--- config.mk ---
export PLATFORM = sky130hd
export DESIGN_NAME = hazard_forward_unit
export DESIGN_NICKNAME = d
export VERILOG_FILES = /design/src/rtl/hazard_forward_unit.sv
export SDC_FILE = /design/constraint.sdc
export NUM_CORES = 1
export LEC_CHECK = 0
export ABC_AREA = 1
export CORE_UTILIZATION = 27
export DETAILED_ROUTE_END_ITERATION = 8
export PLACE_DENSITY_LB_ADDON = 0.1
export SYNTH_ARGS = -nofsm -noshare
export SYNTH_HDL_FRONTEND = slang
export SYNTH_SLANG_ARGS = --single-unit
--- constraint.sdc ---
create_clock -name vclk -period 0.8
set_input_delay 0.08 -clock vclk [all_inputs]
set_output_delay 0.08 -clock vclk [all_outputs]
set_load 0.02 [all_outputs]
--- src/rtl/hazard_forward_unit.sv ---
// ---------------------------------------------------------------------------
// hazard_forward_unit
//
// Purpose:
//   Load-use hazard detection and EX-stage operand forwarding for the 5-stage
//   integer core, plus optional performance counters.
//   - stall / pc_write_en / if_id_write_en / id_ex_bubble and
//     forward_a / forward_b are purely combinational (zero latency).
//   - Forward select: 00 = register file, 10 = EX/MEM ALU result,
//     01 = MEM/WB write-back value. 11 is never produced.
//
// Optional feature macro: HAZARD_PERF_CNT_EN
//   Defined   : stall_count, fwd_exmem_count and fwd_memwb_count are
//               saturating event counters.
//               They are clocked on the rising edge of clk and cleared
//               asynchronously by rst_n.
//   Undefined : no counter flops; the three counter outputs are tied to 0.
//
// Ports:
//   clk, rst_n                         core clock / async active-low reset
//   id_ex_mem_read, id_ex_rd_idx       load in ID/EX and its destination
//   if_id_rs1_idx, if_id_rs2_idx       sources of the instruction in IF/ID
//   ex_rs1_idx, ex_rs2_idx             sources of the instruction in EX
//   ex_mem_reg_write, ex_mem_rd_idx    EX/MEM producer
//   mem_wb_reg_write, mem_wb_rd_idx    MEM/WB producer
//   stall, pc_write_en, if_id_write_en, id_ex_bubble    hazard controls
//   forward_a, forward_b               ALU operand source selects
//   stall_count, fwd_exmem_count, fwd_memwb_count      performance counters
// ---------------------------------------------------------------------------
module hazard_forward_unit #(
  parameter int REG_ADDR_W = 5,
  parameter int CNT_W      = 32
) (
  input  logic                  clk,
  input  logic                  rst_n,
  input  logic                  id_ex_mem_read,
  input  logic [REG_ADDR_W-1:0] id_ex_rd_idx,
  input  logic [REG_ADDR_W-1:0] if_id_rs1_idx,
  input  logic [REG_ADDR_W-1:0] if_id_rs2_idx,
  input  logic [REG_ADDR_W-1:0] ex_rs1_idx,
  input  logic [REG_ADDR_W-1:0] ex_rs2_idx,
  input  logic                  ex_mem_reg_write,
  input  logic [REG_ADDR_W-1:0] ex_mem_rd_idx,
  input  logic                  mem_wb_reg_write,
  input  logic [REG_ADDR_W-1:0] mem_wb_rd_idx,
  output logic                  stall,
  output logic                  pc_write_en,
  output logic                  if_id_write_en,
  output logic                  id_ex_bubble,
  output logic [1:0]            forward_a,
  output logic [1:0]            forward_b,
  output logic [CNT_W-1:0]      stall_count,
  output logic [CNT_W-1:0]      fwd_exmem_count,
  output logic [CNT_W-1:0]      fwd_memwb_count
);

  localparam logic [1:0] FWD_RF    = 2'b00;
  localparam logic [1:0] FWD_EXMEM = 2'b10;
  localparam logic [1:0] FWD_MEMWB = 2'b01;

  // EX/MEM is checked first: it holds the youngest producer, so its value
  // supersedes an older write of the same register sitting in MEM/WB.
  function automatic logic [1:0] fwd_sel(
    input logic [REG_ADDR_W-1:0] src,
    input logic                  em_we,
    input logic [REG_ADDR_W-1:0] em_rd,
    input logic                  mw_we,
    input logic [REG_ADDR_W-1:0] mw_rd
  );
    logic [1:0] sel;
    sel = FWD_RF;
    if (em_we && (em_rd != '0) && (em_rd == src))
      sel = FWD_EXMEM;
    else if (mw_we && (mw_rd != '0) && (mw_rd == src))
      sel = FWD_MEMWB;
    return sel;
  endfunction

  logic       w_stall;
  logic [1:0] w_fwd_a;
  logic [1:0] w_fwd_b;

  // A load to x0 produces nothing to wait for, so it never stalls.
  assign w_stall = id_ex_mem_read && (id_ex_rd_idx != '0) &&
                   ((id_ex_rd_idx == if_id_rs1_idx) ||
                    (id_ex_rd_idx == if_id_rs2_idx));

  assign w_fwd_a = fwd_sel(ex_rs1_idx, ex_mem_reg_write, ex_mem_rd_idx,
                           mem_wb_reg_write, mem_wb_rd_idx);
  assign w_fwd_b = fwd_sel(ex_rs2_idx, ex_mem_reg_write, ex_mem_rd_idx,
                           mem_wb_reg_write, mem_wb_rd_idx);

  assign stall          = w_stall;
  assign pc_write_en    = ~w_stall;
  assign if_id_write_en = ~w_stall;
  assign id_ex_bubble   = w_stall;
  assign forward_a      = w_fwd_a;
  assign forward_b      = w_fwd_b;

`ifdef HAZARD_PERF_CNT_EN
  localparam logic [CNT_W-1:0] CNT_ONE = CNT_W'(1);
  localparam logic [CNT_W-1:0] CNT_MAX = '1;

  logic             w_any_exmem;
  logic             w_any_memwb;
  logic [CNT_W-1:0] r_stall_cnt;
  logic [CNT_W-1:0] r_exmem_cnt;
  logic [CNT_W-1:0] r_memwb_cnt;

  // One increment per cycle even when both operands use the same source.
  assign w_any_exmem = (w_fwd_a == FWD_EXMEM) || (w_fwd_b == FWD_EXMEM);
  assign w_any_memwb = (w_fwd_a == FWD_MEMWB) || (w_fwd_b == FWD_MEMWB);

  // Counters hold at all-ones instead of wrapping.
  always_ff @(posedge clk or negedge rst_n) begin
    if (!rst_n) begin
      r_stall_cnt <= '0;
      r_exmem_cnt <= '0;
      r_memwb_cnt <= '0;
    end else begin
      if (w_stall && (r_stall_cnt != CNT_MAX))
        r_stall_cnt <= r_stall_cnt + CNT_ONE;
      if (w_any_exmem && (r_exmem_cnt != CNT_MAX))
        r_exmem_cnt <= r_exmem_cnt + CNT_ONE;
      if (w_any_memwb && (r_memwb_cnt != CNT_MAX))
        r_memwb_cnt <= r_memwb_cnt + CNT_ONE;
    end
  end

  assign stall_count     = r_stall_cnt;
  assign fwd_exmem_count = r_exmem_cnt;
  assign fwd_memwb_count = r_memwb_cnt;
`else
  // Clock and reset only feed the counters; keep them referenced.
  logic w_unused_clk_rst;
  assign w_unused_clk_rst = &{1'b0, clk, rst_n};

  assign stall_count     = '0;
  assign fwd_exmem_count = '0;
  assign fwd_memwb_count = '0;
`endif

endmodule

==> results.toml <==
[grt]
first_global_vias = 814
grt-ovfl-total = 0
grt_max_degree = 5
grt_pass1_wl_mm = 3.64
antenna_found_initial = 0
grt_usage_pct = 8.48

[routing]
met2_length_mm = 1.29
wire_per_inst_microns = 8.01
vias = 1083
drt-met1-wl_mm = 1.06
first_pass_iters = 4
topRoutingLayerUsed = "met4"
drc = 0
drt_iter0_markers = 15
drt_wl_total_mm = 2.61
drt-vias-per-instance = 3.32
antenna_left = 0
wl_met3_microns = 250

[cells_and_area]
register_area_sq_um = 0
nets = 316
nClkBuffers = 0
final_layout_size_suffix_gt1_share_pct = 33.6
multi_input_area_sq_um = 960
final.fill_count = 535
stdcell_count = 326
nFlopsAndLatches = 0
diodes = 0
area_growth_pct = 22.9

[timing]
slew_violations = 0
worst_slack_ns = -0.183
hold_violations = 0
worst_hold_slack_ns = 0.606
setup-violations-final = 8
finalCriticalPeriod_ns = 0.983
clock.fmax_mhz = 1020
rsz0062_at_grt = "yes"
post-route-period-util_pct = 123

[power_and_ir_drop]
switching_share_pct = 67.5
p_clk_share_pct = 0
p_leak_nw = 0.997
p_per_area_mw_per_mm2 = 619
combPwrFrac_pct = 100.0
p_seq_share_pct = 0
ir_drop_mv = 0.194
p_sw_w = 0.000674
fin_total_pwr_w = 0.000998
internal-power_w = 0.000324

[place]
gp_congestion = 0.807
io_buffers = 46
place_inst = 326
hpwlAfterDp_mm = 2.25

[die]
die-area_sq_mm = 0.00514
die_width_microns = 71.7
core_area_sq_mm = 0.00450
die_h_microns = 71.7
start_util_pct = 29.1
pin_count = 144
rows = 24

[setup_path]
endpoint_kind = "output port"
cp_slowest_cell = "a21oi_4"
cpPeakStageDelay_ns = 0.20
critPathMaxFanout = 2
arrival_ns = 0.90
crit_path_start_kind = "input port"
cpMostUsedCell = "buf_6"
cp_cell_sequence = "buf_6 -> xor2_2 -> nor2_2 -> nand3_2 -> a21oi_4 -> buf_6"
cp.required_ns = 0.72
crit_type = "input port to output port"

[synth]
ys_types = 14
yosys_warnings = 0
synthCells = 226
syn_avg_cell_area_sq_um = 5.80
synthTopCellsByCount = "buf_4 (98), nand2_1 (57), inv_1 (20), nor2_1 (17), xnor2_1 (10)"
yosysTopAreaCell = "buf_4"
netlist_top_cells_area = "buf_4 (56%), nand2_1 (16%), xnor2_1 (6.7%)"
synth.cell_area_sq_mm = 0.00131
post-synth-top-count-cell = "buf_4"
synth.yosys.seq_area_share_pct = 0
synth_top_cell_area_share_pct = 56.1

[outcome]
failed_checks = "setup timing"
status = "finished, violations left"

[clock_tree]
hold_buffers = 0
cts_setup_buffers = 0

[hold_path]
holdPathStages = 5
hp-class = "input port to output port"

[job]
maxCapViolCount = 0
## layout by cell type, fill, tap and decap left out, drive strengths merged, types with 3 or more instances in the layout
master | netlist | final
conb | 1 | 96
nand2 | 57 | 57
buf | 98 | 48
inv | 26 | 25
nor2 | 19 | 19
xnor2 | 10 | 10
nand3 | 8 | 8
dlygate4sd2 | 0 | 3
xor2 | 3 | 3
## area by class of cell
class                           count  share of cell area, %
Timing Repair Buffer               51                   29.7
Tap cell                           52                   4.04
Inverter                           26                   6.68
Multi-Input combinational cell    197                   59.5
## per-stage QoR
stage | worst slack [ns] | utilization [%] | setup TNS, ns | instance area (sq um)
2_1_floorplan | -0.106 | - | -0.171 | 1690
3_3_place_gp | -1.12 | 33.5 | -8.66 | 1510
3_5_place_dp | -1.12 | 33.5 | -8.61 | 1510
4_1_cts | -0.159 | 33.5 | -1.21 | 1510
5_1_grt | -0.214 | 35.8 | -1.53 | 1610
6_report | -0.183 | 35.8 | -1.09 | 1610
## cells by family (layout without fill, tap and decap cells)
logic type / after synthesis / after routing / synth area share [%]
compound gates: 2 / 2 / 1.34
xor+xnor: 13 / 13 / 8.68
buf+inv: 124 / 77 / 63.5
other cells: 1 / 96 / 0.286
simple gates: 86 / 86 / 26.1
## layer usage
metal	vias to the layer above	global-route usage (%)
met5	-	0
met4	0	0
met3	4	0.703
met2	72	15.1
met1	440	11.8
li1	567	-
## worst paths after layout
check	start	end	slack, ns
setup / recovery	if_id_rs2_idx[0]	stall	-0.18
hold / removal	id_ex_rd_idx[2]	id_ex_bubble	0.61
## critical path, delay by kind of cell
family                    cells  cell delay, ns
AOI/OAI and AO/OA             1            0.20
xor gates and xnor gates      1            0.16
buffers and inverters         2            0.24
and+or+nand+nor               2            0.23
## power by group through the flow
stage	clock network [W]	logic, W	registers (W)
after global placement	0	0.000927	0
final	0	0.000998	0
after CTS	0	0.000938	0
after floorplan	0	0.000982	0
after detailed placement	0	0.000924	0
after global routing	0	0.00108	0
## timing repair
action,in CTS,in global routing
pin swaps,42,21
resized for setup,224,36
endpoints found under the setup margin,8,8
Power figures use the tool's default switching activity.
